[src/rtl/dac_spi_driver.sv]
// rtl/dac_spi_driver.sv - dual-word SPI driver for an X/Y DAC with shared LDAC latch
module dac_spi_driver #(
    parameter int unsigned CLK_DIV = 4,
    parameter bit          BUF     = 1'b0
) (
    input  logic        clk,
    input  logic        reset,
    input  logic [11:0] DAC_x,
    input  logic [11:0] DAC_y,
    input  logic        DAC_start,
    output logic        dac_cs_n,
    output logic        dac_sclk,
    output logic        dac_din,
    output logic        dac_ldac_n,
    output logic        busy,
    output logic        done,
    output logic        overrun
);

    typedef enum logic [2:0] {
        IDLE,
        SHIFT_X,
        GAP,
        SHIFT_Y,
        LATCH
    } state_t;

    // Divider is 8 bits so CLK_DIV=255 (terminal count 254) never wraps.
    localparam logic [7:0] DIV_LAST = 8'(CLK_DIV - 1);

    state_t      state_q;
    logic [7:0]  div_q;
    logic [3:0]  bit_q;
    logic [15:0] sh_q;
    logic [15:0] y_word_q;
    logic        cs_n_q;
    logic        sclk_q;
    logic        din_q;
    logic        ldac_n_q;
    logic        busy_q;
    logic        done_q;
    logic        overrun_q;

    logic [15:0] x_word;
    logic [15:0] y_word;
    logic        div_last;

    // Channel select in bit 15 (0 = X, 1 = Y), then buffer bit, gain and active bits.
    assign x_word   = {1'b0, BUF, 2'b11, DAC_x};
    assign y_word   = {1'b1, BUF, 2'b11, DAC_y};
    assign div_last = (div_q == DIV_LAST);

    // Sequencer: every output is a register updated together with the state.
    always_ff @(posedge clk) begin
        if (reset) begin
            state_q   <= IDLE;
            div_q     <= '0;
            bit_q     <= '0;
            sh_q      <= '0;
            y_word_q  <= '0;
            cs_n_q    <= 1'b1;
            sclk_q    <= 1'b0;
            din_q     <= 1'b0;
            ldac_n_q  <= 1'b1;
            busy_q    <= 1'b0;
            done_q    <= 1'b0;
            overrun_q <= 1'b0;
        end else begin
            done_q <= 1'b0;
            if (DAC_start && (state_q != IDLE)) begin
                overrun_q <= 1'b1;
            end
            case (state_q)
                IDLE: begin
                    if (DAC_start) begin
                        din_q    <= x_word[15];
                        sh_q     <= {x_word[14:0], 1'b0};
                        y_word_q <= y_word;
                        cs_n_q   <= 1'b0;
                        busy_q   <= 1'b1;
                        div_q    <= '0;
                        bit_q    <= '0;
                        state_q  <= SHIFT_X;
                    end
                end
                SHIFT_X, SHIFT_Y: begin
                    if (div_last) begin
                        div_q <= '0;
                        if (!sclk_q) begin
                            sclk_q <= 1'b1;
                        end else begin
                            // End of the high phase: new bit goes out with the falling edge.
                            sclk_q <= 1'b0;
                            if (bit_q == 4'd15) begin
                                cs_n_q <= 1'b1;
                                din_q  <= 1'b0;
                                if (state_q == SHIFT_X) begin
                                    state_q <= GAP;
                                end else begin
                                    ldac_n_q <= 1'b0;
                                    state_q  <= LATCH;
                                end
                            end else begin
                                bit_q <= bit_q + 4'd1;
                                din_q <= sh_q[15];
                                sh_q  <= {sh_q[14:0], 1'b0};
                            end
                        end
                    end else begin
                        div_q <= div_q + 8'd1;
                    end
                end
                GAP: begin
                    if (div_last) begin
                        div_q   <= '0;
                        bit_q   <= '0;
                        cs_n_q  <= 1'b0;
                        din_q   <= y_word_q[15];
                        sh_q    <= {y_word_q[14:0], 1'b0};
                        state_q <= SHIFT_Y;
                    end else begin
                        div_q <= div_q + 8'd1;
                    end
                end
                LATCH: begin
                    if (div_last) begin
                        div_q    <= '0;
                        ldac_n_q <= 1'b1;
                        busy_q   <= 1'b0;
                        done_q   <= 1'b1;
                        state_q  <= IDLE;
                    end else begin
                        div_q <= div_q + 8'd1;
                    end
                end
                default: state_q <= IDLE;
            endcase
        end
    end

    assign dac_cs_n   = cs_n_q;
    assign dac_sclk   = sclk_q;
    assign dac_din    = din_q;
    assign dac_ldac_n = ldac_n_q;
    assign busy       = busy_q;
    assign done       = done_q;
    assign overrun    = overrun_q;

endmodule

[config.mk]
export PLATFORM = sky130hd
export DESIGN_NAME = dac_spi_driver
export DESIGN_NICKNAME = d
export VERILOG_FILES = /design/src/rtl/dac_spi_driver.sv
export SDC_FILE = /design/constraint.sdc
export NUM_CORES = 1
export LEC_CHECK = 0
export ABC_AREA = 1
export CORE_MARGIN = 8
export CORE_UTILIZATION = 30
export DETAILED_ROUTE_END_ITERATION = 10
export PLACE_DENSITY = 0.51
export SYNTH_ARGS = -nofsm -noshare
export SYNTH_HDL_FRONTEND = slang
export SYNTH_SLANG_ARGS = --single-unit
[constraint.sdc]
create_clock -name clk -period 1.85 [get_ports clk]
set_input_delay 0.37 -clock clk [delete_from_list [all_inputs] [get_ports clk]]
set_output_delay 0.37 -clock clk [all_outputs]
set_load 0.005 [all_outputs]
==> impl_metrics.tcl <==
set metrics [dict create \
    rr_startpoint "state_q[2]" \
    rows 33 \
    area_growth_pct 23.8 \
    ys_ff_latch 50 \
    status "finished, final reports clean" \
    setup_tns_ns 0 \
    final_cell_mix "nand2_1 (73), nor2_1 (63), dfxtp_1 (49)" \
    max-cap-violations 0 \
    synth_area_leaders "dfxtp_1 (39%), nand2_1 (11%), nor2_1 (9.2%), inv_1 (6.1%), o21ai_0 (6.0%)" \
    drc 0 \
    instances_no_fill 519 \
    io_buffers 33 \
    skew_ns 0.00697 \
    hold_end "dac_cs_n" \
    grt_usage_pct 11.2 \
    busiest_layer "met2" \
    cts_root_buffer "clkbuf_8" \
    antennaDiodeCount 0 \
    io_pins 34 \
    layout_commonest_cell "nand2_1" \
    critPathArrivalTime_ns 1.83 \
    use_met1_pct 14.7 \
    finalSetupViolations 0 \
    fillers 868 \
    clock_latency_ns 0.29 \
    antenna_found_initial 0 \
    avgRoutedWirePerCell_um 11.9 \
    yosysSeqAreaShare_pct 39.0 \
    critPathKind "flop to flop" \
    syn_area_mm2 0.00257 \
    hold_violations 0 \
    multi_input_area_mm2 0.00129 \
    power.leakage_uw 0.00133 \
    cts_hold_buf 0 \
    die_h_um 109 \
    cts_tree "yes" \
    routed_wirelength_mm 6.18 \
    grt_pass1_vias 2327 \
    gp_congestion 0.816 \
    min_from "dac_cs_n" \
    start_kind "flop" \
    netlist.area_leader.share_pct 39.0 \
    gr-total-overflow 0 \
    clk_pin_slew_ns 0.09 \
    syn_inst 375 \
    numCtsBuffers 5 \
    rsz0062_at_grt "no" \
    max_slew_margin_pct 66.2 \
    viasPerCell 4.58 \
    post_cts_resized 0 \
    fp.dieW_um 109 \
    dp_hpwl_mm 4.62 \
    cts_setup_buffers 0 \
    grt_max_degree 37 \
    hold_depth 2 \
    nNetsFinal 442 \
    first_pass_iters 4 \
    r2r-end "sh_q[8]" \
    initial_core_util_pct 31.1 \
    num_vias 2375 \
    detail-route-antenna-nets 0 \
    drtIter0Drc 69 \
    core_region_area_mm2 0.00826 \
    grt_pass1_wl_mm 10.8 \
    synth_largest_area_cell "dfxtp_1" \
    ff2ff_path_depth 8 \
    layout.area.seq_mm2 0.00100 \
    clock_path_buffers 2 \
    finalPower_uw 4820 \
    dieArea_mm2 0.0118 \
    dp.cells 511 \
    synth_cell_types 31 \
    finalCritPeriodShare_pct 88.4 \
    use_met3_pct 2.68 \
    clock-sinks 50 \
    critPathMaxFanout 27 \
    grtUsageMet2_pct 18.1 \
    syn_area_per_cell_um2 6.85 \
    fmax_mhz 612 \
    required_ns 2.04 \
    drive_gt1_share_pct 12.8 \
    peakVddDrop_v 0.000465 \
    yosys_warnings 0 \
    timing.final.crit_period_ns 1.64 \
    syn-num-nets 404 \
    hp-class "flop to flop" \
    rrSetupSlack_ns 0.21 \
    p_per_area_mw_per_mm2 1520 \
    cp-end-kind "flop" \
    worst_pin_slew_ns 0.507 \
    drv_slew 0 \
    ctsHtreeMaxLevel 2 \
]
[per-stage QoR]
stage | hold slack [ns] | utilization, % | setup WS, ns | instance area [um2]
floorplan | 0.429 | - | 0.380 | 2570
global placement | 0.444 | 37.1 | 0.0759 | 3070
detailed placement | 0.443 | 37.1 | 0.0638 | 3070
CTS | 0.466 | 38.5 | 0.110 | 3180
global route | 0.493 | 38.5 | 0.0157 | 3180
finish | 0.461 | 38.5 | 0.215 | 3180
[report_power, final]
group | total (uW) | switching, uW | leakage [uW] | internal, uW
sequential | 1550 | 149 | 0.000412 | 1400
combinational | 2510 | 1550 | 0.000864 | 959
clock | 758 | 355 | 0.0000514 | 404
total | 4820 | 2060 | 0.00133 | 2760
[routing by layer]
metal	part of all wire, %	vias to the layer above
met5	0	-
li1	-	1274
met2	45	51
met3	5.1	2
met1	49	1048
met4	0.63	0
[worst max-delay path, cell delays in order, from the launching register on]
cell and delay (ns):
dfxtp_2 0.43, inv_2 0.05, nand2_2 0.15, inv_2 0.12
o21ai_4 0.30, nand3_4 0.12, buf_12 0.19, nor2_1 0.11
nor2_1 0.05
[flip-flops by register name, summed over array words and instances (netlist names), 3 cells and up]
name	cells
y_word_q	13
div_q	8
sh_q	15
bit_q	4
state_q	3
[synth_stat cells]
cell type,number
xor2_1,2
or2_2,1
nand3b_1,1
buf_4,3
nand2_1,74
nor2_2,4
nor2_1,63
ha_1,2
nand3_1,15
clkbuf_1,6
buf_6,2
xnor2_1,1
nand3_4,1
o21ai_4,1
clkinv_1,1
o221ai_1,7
dfxtp_1,50
nor2_4,4
nor3_1,1
inv_2,7
nand4_1,8
o211ai_1,4
nand2_2,11
inv_1,42
a21oi_1,26
clkbuf_2,1
nand2_8,1
buf_2,3
o21a_1,1
o21ai_0,31
inv_4,1
[cell type report]
type                       instances  area share (%)
timing repair buffer              46            14.2
sequential                        50            31.5
clock buffer                       6            2.28
multi-input combinational        259            40.5
tap                              105            4.13
clock inverter                     2            1.18
inverter                          51            6.10
[kinds of logic after synthesis]
logic type | share of synthesized area (%)
and+or+nand+nor | 32.5
adders and majority gates | 0.974
AOI/OAI and AO/OA | 15.6
xor gates and xnor gates | 1.02
DFF | 39.0
buffers and inverters | 11.0
[worst max-delay path by stage]
stage	start	to	slack, ns	cells past startpoint
2_1_floorplan	div_q[0]	sh_q[12]	0.38	9
3_3_place_gp	DAC_start	sh_q[15]	0.08	9
3_5_place_dp	DAC_start	sh_q[15]	0.06	9
4_1_cts	state_q[2]	sh_q[15]	0.11	8
5_1_grt	div_q[0]	sh_q[12]	0.02	9
6_report	state_q[2]	sh_q[8]	0.21	8
(Power assumes the default switching activity.)
